`src/rtl/decoder_pkg.sv`:
```
// decoder_pkg: shared RV32I opcodes, funct7 values, ALU codes and funct3-to-ALU mapping.
package decoder_pkg;
    localparam logic [6:0] OPC_OP     = 7'b0110011;
    localparam logic [6:0] OPC_OP_IMM = 7'b0010011;
    localparam logic [6:0] OPC_LOAD   = 7'b0000011;
    localparam logic [6:0] OPC_STORE  = 7'b0100011;
    localparam logic [6:0] OPC_BRANCH = 7'b1100011;
    localparam logic [6:0] OPC_LUI    = 7'b0110111;
    localparam logic [6:0] OPC_AUIPC  = 7'b0010111;
    localparam logic [6:0] OPC_JAL    = 7'b1101111;
    localparam logic [6:0] OPC_JALR   = 7'b1100111;

    localparam logic [6:0] F7_ZERO = 7'b0000000;
    localparam logic [6:0] F7_ALT  = 7'b0100000;

    localparam logic [3:0] ALU_ADD   = 4'b0000;
    localparam logic [3:0] ALU_SUB   = 4'b0001;
    localparam logic [3:0] ALU_SLL   = 4'b0010;
    localparam logic [3:0] ALU_SLT   = 4'b0011;
    localparam logic [3:0] ALU_SLTU  = 4'b0100;
    localparam logic [3:0] ALU_XOR   = 4'b0101;
    localparam logic [3:0] ALU_SRL   = 4'b0110;
    localparam logic [3:0] ALU_SRA   = 4'b0111;
    localparam logic [3:0] ALU_OR    = 4'b1000;
    localparam logic [3:0] ALU_AND   = 4'b1001;
    localparam logic [3:0] ALU_PASSB = 4'b1010;
    localparam logic [3:0] ALU_LINK  = 4'b1011;

    typedef enum logic [1:0] {MODE_OP, MODE_IMM, MODE_BRANCH} dec_mode_e;

    function automatic logic [3:0] f3_alu(input logic [2:0] f3);
        case (f3)
            3'b000:  return ALU_ADD;
            3'b001:  return ALU_SLL;
            3'b010:  return ALU_SLT;
            3'b011:  return ALU_SLTU;
            3'b100:  return ALU_XOR;
            3'b101:  return ALU_SRL;
            3'b110:  return ALU_OR;
            default: return ALU_AND;
        endcase
    endfunction
endpackage

```
`src/rtl/alu_op_decode.sv`:
```
// alu_op_decode: funct3/funct7 to ALU code plus legality, shared by OP, OP-IMM and BRANCH.
module alu_op_decode
    import decoder_pkg::*;
(
    input  dec_mode_e   mode,
    input  logic [2:0]  funct3,
    input  logic [6:0]  funct7,
    output logic [3:0]  alu_op,
    output logic        legal
);
    always_comb begin
        alu_op = f3_alu(funct3);
        legal  = 1'b1;
        case (mode)
            MODE_OP: begin
                if (funct7 == F7_ALT && funct3 == 3'b000) alu_op = ALU_SUB;
                else if (funct7 == F7_ALT && funct3 == 3'b101) alu_op = ALU_SRA;
                else legal = funct7 == F7_ZERO;
            end
            MODE_IMM: begin
                // funct7 is immediate bits except on shifts, where it selects/validates the shift kind
                if (funct3 == 3'b001) legal = funct7 == F7_ZERO;
                else if (funct3 == 3'b101) begin
                    alu_op = funct7 == F7_ALT ? ALU_SRA : ALU_SRL;
                    legal  = funct7 == F7_ZERO || funct7 == F7_ALT;
                end
            end
            default: begin
                alu_op = funct3[2] ? (funct3[1] ? ALU_SLTU : ALU_SLT) : ALU_SUB;
                legal  = funct3[2:1] != 2'b01;
            end
        endcase
    end
endmodule

```
`src/rtl/instruction_decoder.sv`:
```
// instruction_decoder: registered RV32I decode to ALU code and control strobes; illegal words become NOP.
// Defining INSTRUCTION_DECODER_ILLEGAL_EN adds the registered illegal output.
module instruction_decoder
    import decoder_pkg::*;
(
    input  logic        clk,
    input  logic        rst,
    input  logic [31:0] instruction,
    output logic [3:0]  alu_op,
    output logic        reg_write,
    output logic        mem_read,
    output logic        mem_write,
    output logic        branch
`ifdef INSTRUCTION_DECODER_ILLEGAL_EN
    ,
    output logic        illegal
`endif
);
    logic [6:0] opcode;
    logic [2:0] funct3;
    logic [6:0] funct7;
    logic       unused_fields;
    dec_mode_e  mode;
    logic [3:0] dec_alu_op;
    logic       dec_legal;
    logic       legal;
    logic [3:0] alu_op_d, alu_op_q;
    logic       reg_write_d, reg_write_q;
    logic       mem_read_d, mem_read_q;
    logic       mem_write_d, mem_write_q;
    logic       branch_d, branch_q;
    logic       illegal_d;

    assign opcode        = instruction[6:0];
    assign funct3        = instruction[14:12];
    assign funct7        = instruction[31:25];
    assign unused_fields = ^{instruction[24:15], instruction[11:7]};
    assign mode = opcode == OPC_BRANCH ? MODE_BRANCH : opcode == OPC_OP_IMM ? MODE_IMM : MODE_OP;

    alu_op_decode u_alu_op_decode (
        .mode   (mode),
        .funct3 (funct3),
        .funct7 (funct7),
        .alu_op (dec_alu_op),
        .legal  (dec_legal)
    );

    always_comb begin
        alu_op_d    = ALU_ADD;
        reg_write_d = 1'b0;
        mem_read_d  = 1'b0;
        mem_write_d = 1'b0;
        branch_d    = 1'b0;
        legal       = 1'b1;
        case (opcode)
            OPC_OP, OPC_OP_IMM: begin
                alu_op_d    = dec_alu_op;
                legal       = dec_legal;
                reg_write_d = 1'b1;
            end
            OPC_LOAD: begin
                legal       = funct3 != 3'b011 && funct3[2:1] != 2'b11;
                reg_write_d = 1'b1;
                mem_read_d  = 1'b1;
            end
            OPC_STORE: begin
                legal       = !funct3[2] && funct3[1:0] != 2'b11;
                mem_write_d = 1'b1;
            end
            OPC_BRANCH: begin
                alu_op_d = dec_alu_op;
                legal    = dec_legal;
                branch_d = 1'b1;
            end
            OPC_LUI: begin
                alu_op_d    = ALU_PASSB;
                reg_write_d = 1'b1;
            end
            OPC_AUIPC: reg_write_d = 1'b1;
            OPC_JAL: begin
                alu_op_d    = ALU_LINK;
                reg_write_d = 1'b1;
            end
            OPC_JALR: begin
                alu_op_d    = ALU_LINK;
                reg_write_d = 1'b1;
                legal       = funct3 == 3'b000;
            end
            default: legal = 1'b0;
        endcase
        illegal_d = !legal;
        if (illegal_d) begin
            alu_op_d    = ALU_ADD;
            reg_write_d = 1'b0;
            mem_read_d  = 1'b0;
            mem_write_d = 1'b0;
            branch_d    = 1'b0;
        end
    end

    always_ff @(posedge clk or posedge rst) begin
        if (rst) begin
            alu_op_q    <= ALU_ADD;
            reg_write_q <= 1'b0;
            mem_read_q  <= 1'b0;
            mem_write_q <= 1'b0;
            branch_q    <= 1'b0;
        end else begin
            alu_op_q    <= alu_op_d;
            reg_write_q <= reg_write_d;
            mem_read_q  <= mem_read_d;
            mem_write_q <= mem_write_d;
            branch_q    <= branch_d;
        end
    end

    assign alu_op    = alu_op_q;
    assign reg_write = reg_write_q;
    assign mem_read  = mem_read_q;
    assign mem_write = mem_write_q;
    assign branch    = branch_q;

`ifdef INSTRUCTION_DECODER_ILLEGAL_EN
    logic illegal_q;
    always_ff @(posedge clk or posedge rst) begin
        if (rst) illegal_q <= 1'b0;
        else illegal_q <= illegal_d;
    end
    assign illegal = illegal_q;
`endif
endmodule

```
`config.mk`:
```
export PLATFORM = sky130hd
export DESIGN_NAME = instruction_decoder
export DESIGN_NICKNAME = d
export VERILOG_FILES = /design/src/rtl/decoder_pkg.sv /design/src/rtl/alu_op_decode.sv /design/src/rtl/instruction_decoder.sv
export SDC_FILE = /design/constraint.sdc
export NUM_CORES = 1
export LEC_CHECK = 0
export CAP_MARGIN = 40
export CORE_UTILIZATION = 28
export DETAILED_ROUTE_END_ITERATION = 6
export PLACE_DENSITY = 0.69
export SETUP_SLACK_MARGIN = 0.05
export SLEW_MARGIN = 25
export SYNTH_ARGS = -nofsm -noshare
export SYNTH_HDL_FRONTEND = slang
export SYNTH_SLANG_ARGS = --single-unit
```
`constraint.sdc`:
```
create_clock -name clk -period 0.8 [get_ports clk]
set_input_delay 0.08 -clock clk [delete_from_list [all_inputs] [get_ports clk]]
set_output_delay 0.08 -clock clk [all_outputs]
set_load 0.02 [all_outputs]
```
After elaboration in Yosys (flattened, before gate mapping):

Index checks and enable logic that the tools add are counted.

* logic and storage cells: 66
* memories: 0
* latch bits: 0
* bits of input ports: 34
* flip-flop bits (word level): 8
* memory bits (read-only): 0
* output and inout bits: 8
* RAM bits: 0

* add/subtract/negate cells: 0
* bitwise gates (word level): 0
* $lt $le $gt $ge: 0
* shifts and indexed selects: 0
* mux-type cells: 27
* divide/modulo/power cells: 0
* multiply operators: 0
* reduce and logical (&&, ||, !) cells: 13
* equal/unequal tests: 21

Operators by type and width (number)
* 7-bit by 6-bit == test with 1-bit output, second input constant: 4
* 4-bit one-hot mux with 7 select lines: 1
* 4-bit two-way mux: 6
* 7-bit == test, second input constant: 3
* 7-bit by 5-bit == test with 1-bit output, second input constant: 2
* 1-bit two-way mux: 14
* 4-bit one-hot mux with 3 select lines: 1
* 3-bit == test, second input constant: 3
* 4-bit one-hot mux with 2 select lines: 1
* 7-bit by 2-bit == test with 1-bit output, second input constant: 1
* 7-bit zero test: 1
* 7-bit OR reduction: 1
* 3-bit by 2-bit == test with 1-bit output, second input constant: 2
* 3-bit OR reduction: 2
* 1-bit one-hot mux with 5 select lines: 1
* 1-bit logical AND: 4
* 2-bit != test, second input constant: 2
* 3-bit by 1-bit == test with 1-bit output, second input constant: 1
* 3-bit zero test: 1
* 3-bit two-way mux: 1
* 3-bit by 2-bit != test with 1-bit output, second input constant: 1
* 2-bit by 1-bit == test with 1-bit output, second input constant: 1
* 2-bit zero test: 1
* 2-bit two-way mux: 1
* 5 further kinds: 5

Depth between registers and ports, before layout:

* depth after elaboration: 7
* mapped depth: 6
* mapped depth without buffers: 5

Hierarchy:

Synthesis repeated with hierarchy kept, for this count alone.

* cells, all modules: 84
* area, all modules: 732.0 µm²

By module, submodules not included
* instruction_decoder: cells an instance 50, instances 1, sequential area each 200.2 µm², area each 495.5 µm²
* alu_op_decode: cells an instance 34, instances 1, sequential area each 0.0 µm², area each 236.5 µm²

Worst setup path before layout:

No wires, ideal clock.

* path kind: input to register
* from: in instruction[13]
* to: reg alu_op_q[2] (netlist: alu_op[2])
* arrival time: 1.112 ns
* buffers on the path: 1
* stages on the path: 6
* data required time: 0.658 ns
* library setup time: 0.142 ns
* path slack: -0.454 ns
* cell sequence: buf_2 > and3b_1 > o211ai_2 > a211oi_2 > nor4_2 > nor3_1

* cells in the longest elaborated chain, start to end: 7
* elaborated cells between the ends (all ways): 31
* classes of those cells: eq/ne (10); mux (16); reduce/logical (5)

Ends and longest elaborated chain
* start: declaration: RTL line instruction_decoder.sv:8 `input logic [31:0] instruction,`
* 3-bit == test, or another cell as far along: RTL line decoder_pkg.sv:32 `case (f3)`
* 4-bit one-hot mux with 7 select lines or 1-bit logical AND (tied branches): RTL line decoder_pkg.sv:32, alu_op_decode.sv:17
* 4-bit two-way mux, or another cell as far along: RTL line alu_op_decode.sv:23 `else if (funct3 == 3'b101) begin`
* 4-bit two-way mux, or another cell as far along: RTL line alu_op_decode.sv:22 `if (funct3 == 3'b001) legal = funct7 == F7_ZERO;`
* 4-bit one-hot mux with 2 select lines or 1-bit one-hot mux with 2 select lines (tied branches): RTL line alu_op_decode.sv:14 `case (mode)`
* 4-bit one-hot mux with 3 select lines or 1-bit one-hot mux with 5 select lines (tied branches): RTL line instruction_decoder.sv:55 `case (opcode)`
* 4-bit two-way mux *: RTL line instruction_decoder.sv:92 `if (illegal_d) begin`
* via alu_op_d[2]: RTL line instruction_decoder.sv:27 `logic [3:0] alu_op_d, alu_op_q;`
* end signal: assignment: RTL line instruction_decoder.sv:109 `alu_op_q <= alu_op_d;`
* end: declaration: RTL line instruction_decoder.sv:27

The timed path passes the listed nets; every way through them passes the cells marked *.

Worst setup path after layout:

* from: in instruction[2]
* to: reg reg_write_q (netlist: reg_write)

* cells in the longest elaborated chain, start to end: 7
* elaborated cells between the ends (all ways): 20
* classes of those cells: eq/ne (10); mux (6); reduce/logical (4)

Ends and longest elaborated chain
* 7-bit by 5-bit == test with 1-bit output: RTL line instruction_decoder.sv:38, instruction_decoder.sv:55
* 1-bit two-way mux: RTL line instruction_decoder.sv:38 `assign mode = opcode == OPC_BRANCH ? MODE_BRANCH : opcode == OPC_OP_IMM ? MODE_IMM : MODE_OP;`
* 2-bit two-way mux: RTL line instruction_decoder.sv:38
* 2-bit by 1-bit == test with 1-bit output or 2-bit zero test (tied branches): RTL line alu_op_decode.sv:14
* 1-bit one-hot mux with 2 select lines: RTL line alu_op_decode.sv:14
* 1-bit one-hot mux with 5 select lines: RTL line instruction_decoder.sv:55
* 1-bit two-way mux *: RTL line instruction_decoder.sv:92
* via reg_write_d: RTL line instruction_decoder.sv:28 `logic reg_write_d, reg_write_q;`
* end signal: assignment: RTL line instruction_decoder.sv:110 `reg_write_q <= reg_write_d;`
* end: declaration: RTL line instruction_decoder.sv:28

Marked as above.

==> results.json <==
{
  "dp_hpwl_um": 1530,
  "slowest_stage": "or3_4",
  "firstDrtPassIters": 4,
  "ys_seq_area_share_pct": 32.5,
  "cp_max_fo": 2,
  "cts_tree": "yes",
  "whs_ns": 0.0786,
  "coreArea_um2": 2020,
  "antenna_found_initial": 0,
  "ys_ff_latch": 8,
  "dp_cells": 153,
  "wire_per_inst_um": 13.7,
  "cts_buffer_depth": 2,
  "vdd_drop_max_mv": 0.756,
  "vias": 848,
  "wl_um": 2320,
  "cp.required_ns": 0.97,
  "via_per_inst": 5.02,
  "syn_area_um2": 617,
  "cts_buffers": 3,
  "grtUsageTotal_pct": 20.9,
  "powerDensity_nw_per_um2": 842,
  "fin_nets": 178,
  "die-height_um": 48.9,
  "end_kind": "flop",
  "violations": "setup timing",
  "pre_cts_slack_ns": -1.07,
  "grt_pass1_wl_um": 3910,
  "worst_pin_slew_ns": 0.311,
  "synth_area_leaders": "dfrtp_1 (32%), a21oi_1 (7.3%), nor3_1 (5.7%)",
  "syn-mean-instance-area_um2": 8.45,
  "antenna_cells": 0,
  "clkSinkCount": 8,
  "synth_top_area_share_pct": 32.5,
  "cp-start-kind": "input port",
  "initial_core_util_pct": 30.5,
  "ys_top_cells_by_count": "a21oi_1 (9), dfrtp_1 (8), nor2_1 (7), nor3_1 (7), inv_1 (5)",
  "max_stage_delay_ns": 0.39,
  "ant_nets": 0,
  "max-cap-violations": 0,
  "yosysMostFrequentCell": "a21oi_1",
  "p_leak_nw": 0.624,
  "drtIter0Drc": 22,
  "rows": 16,
  "setup_slack_ns": -0.464,
  "die_area_um2": 2390,
  "stdcell_count": 169,
  "synth_nets": 107,
  "ys.flop_type": "dfrtp_1",
  "root_buffer": "clkbuf_4",
  "fmax_mhz": 791,
  "setup_viol": 16,
  "postSynthCellCount": 73,
  "fin_crit_sh_pct": 158,
  "hold_path.class": "input port to asynchronous set/reset pin",
  "htreeDepth": 1,
  "gp_congestion": 0.849,
  "synthArstFlopShare_pct": 100,
  "path_clk_slew_ns": 0.06,
  "io_buffers": 26,
  "synthToLayoutAreaGrowth_pct": 116,
  "ys_types": 32,
  "grt_max_degree": 9,
  "synth_warnings": 0,
  "grt_pass1_vias": 878,
  "final.min_clock_period_ns": 1.26,
  "ios": 42,
  "arrival_ns": 1.44,
  "crit_type": "input port to flop",
  "yosys.area.top_type": "dfrtp_1",
  "slew_violations": 0,
  "status": "finished with violations",
  "rsz0062_at_grt": "true",
  "drcViolationCount": 0,
  "cp_cell_sequence": "buf_6, or3_4, buf_6, nor4_4, buf_4, nor4_4, buf_4, nor3_2",
  "grt_overflow": 0,
  "slew_headroom_pct": 79.3,
  "drive_above_1_share_pct": 62.7,
  "synth_edf_count": 0,
  "die_w_um": 48.9,
  "hold_viol_final": 0
}
-- worst max-delay path, delay by kind of cell --
kind	cells	cell delay, ns
simple gates	4	0.81
buf+inv	4	0.53
-- routing by layer --
layer  share of wire, %  track usage [%]
met5                  0                0
met4                1.8             10.3
met3                3.5             1.25
met2                 52             37.7
met1                 43             25.0
-- power by group --
group	leakage (nW)	switching [mW]	internal, mW
clock	0.0138	0.126	0.171
combinational	0.499	0.190	0.231
sequential	0.112	0.000282	0.406
total	0.624	0.316	0.807
-- cell type report --
class                   instances  area, µm²
well taps                      27       33.8
fillers                       156        688
flip-flops and latches          8        200
clock buffers                   3       22.5
multi-input cells              58        485
inverters                       5       18.8
repair buffers                 68        573
-- stage by stage --
step | cell area [µm²] | power (mW) | utilization, % | setup TNS [ns]
global route | 1330 | 1.19 | 66.0 | -3.96
finish | 1330 | 1.12 | 66.0 | -3.14
CTS | 1300 | 1.10 | 64.1 | -3.07
floorplan | 646 | 0.528 | - | -2.62
detailed placement | 1140 | 0.764 | 56.4 | -9.44
global placement | 1140 | 0.757 | 56.4 | -9.21
-- flip-flops by register name, indices dropped and copies added (netlist names) --
register   cells
reg_write      1
branch         1
alu_op         4
mem_write      1
mem_read       1
-- final timing paths --
path,from,to,slack [ns],cells after the start
min in group clk,instruction[2],reg_write,0.23,4
max in group asynchronous,rst,alu_op[0],0.49,2
max,instruction[2],reg_write,-0.46,8
min,rst,reg_write,0.08,2
-- kinds of logic after synthesis --
group	Yosys count	synth area share (%)
AO/OA/AOI/OAI	23	28.4
flip-flops	8	32.5
buffers and inverters	7	5.68
AND/OR/NAND/NOR	35	33.5
-- repair_timing --
| action | 4_1_cts | 5_1_grt |
|---|---|---|
| gates resized for setup | 105 | 26 |
| hold buffers | 0 | 0 |
| buffers inserted | 13 | 0 |
| endpoints found under the setup margin | 16 | 16 |
| pin swaps | 13 | 8 |
-- cell usage in the layout, fill, tap and decap left out, types with 2 or more instances in the layout --
cell | Yosys | layout
buf_4 | 0 | 38
buf_6 | 1 | 16
dfrtp_1 | 8 | 8
a21oi_1 | 9 | 6
nor2_1 | 7 | 6
inv_1 | 5 | 4
buf_2 | 1 | 4
nor3_1 | 7 | 3
o21ai_0 | 3 | 3
nand2_1 | 4 | 3
nor4_4 | 0 | 3
a21oi_2 | 0 | 3
nor3_2 | 0 | 3
clkbuf_4 | 0 | 3
dlygate4sd2_1 | 0 | 3
clkbuf_2 | 0 | 3
nand3_1 | 2 | 2
a31oi_1 | 2 | 2
Note: power is estimated with default switching activity, not from simulation.
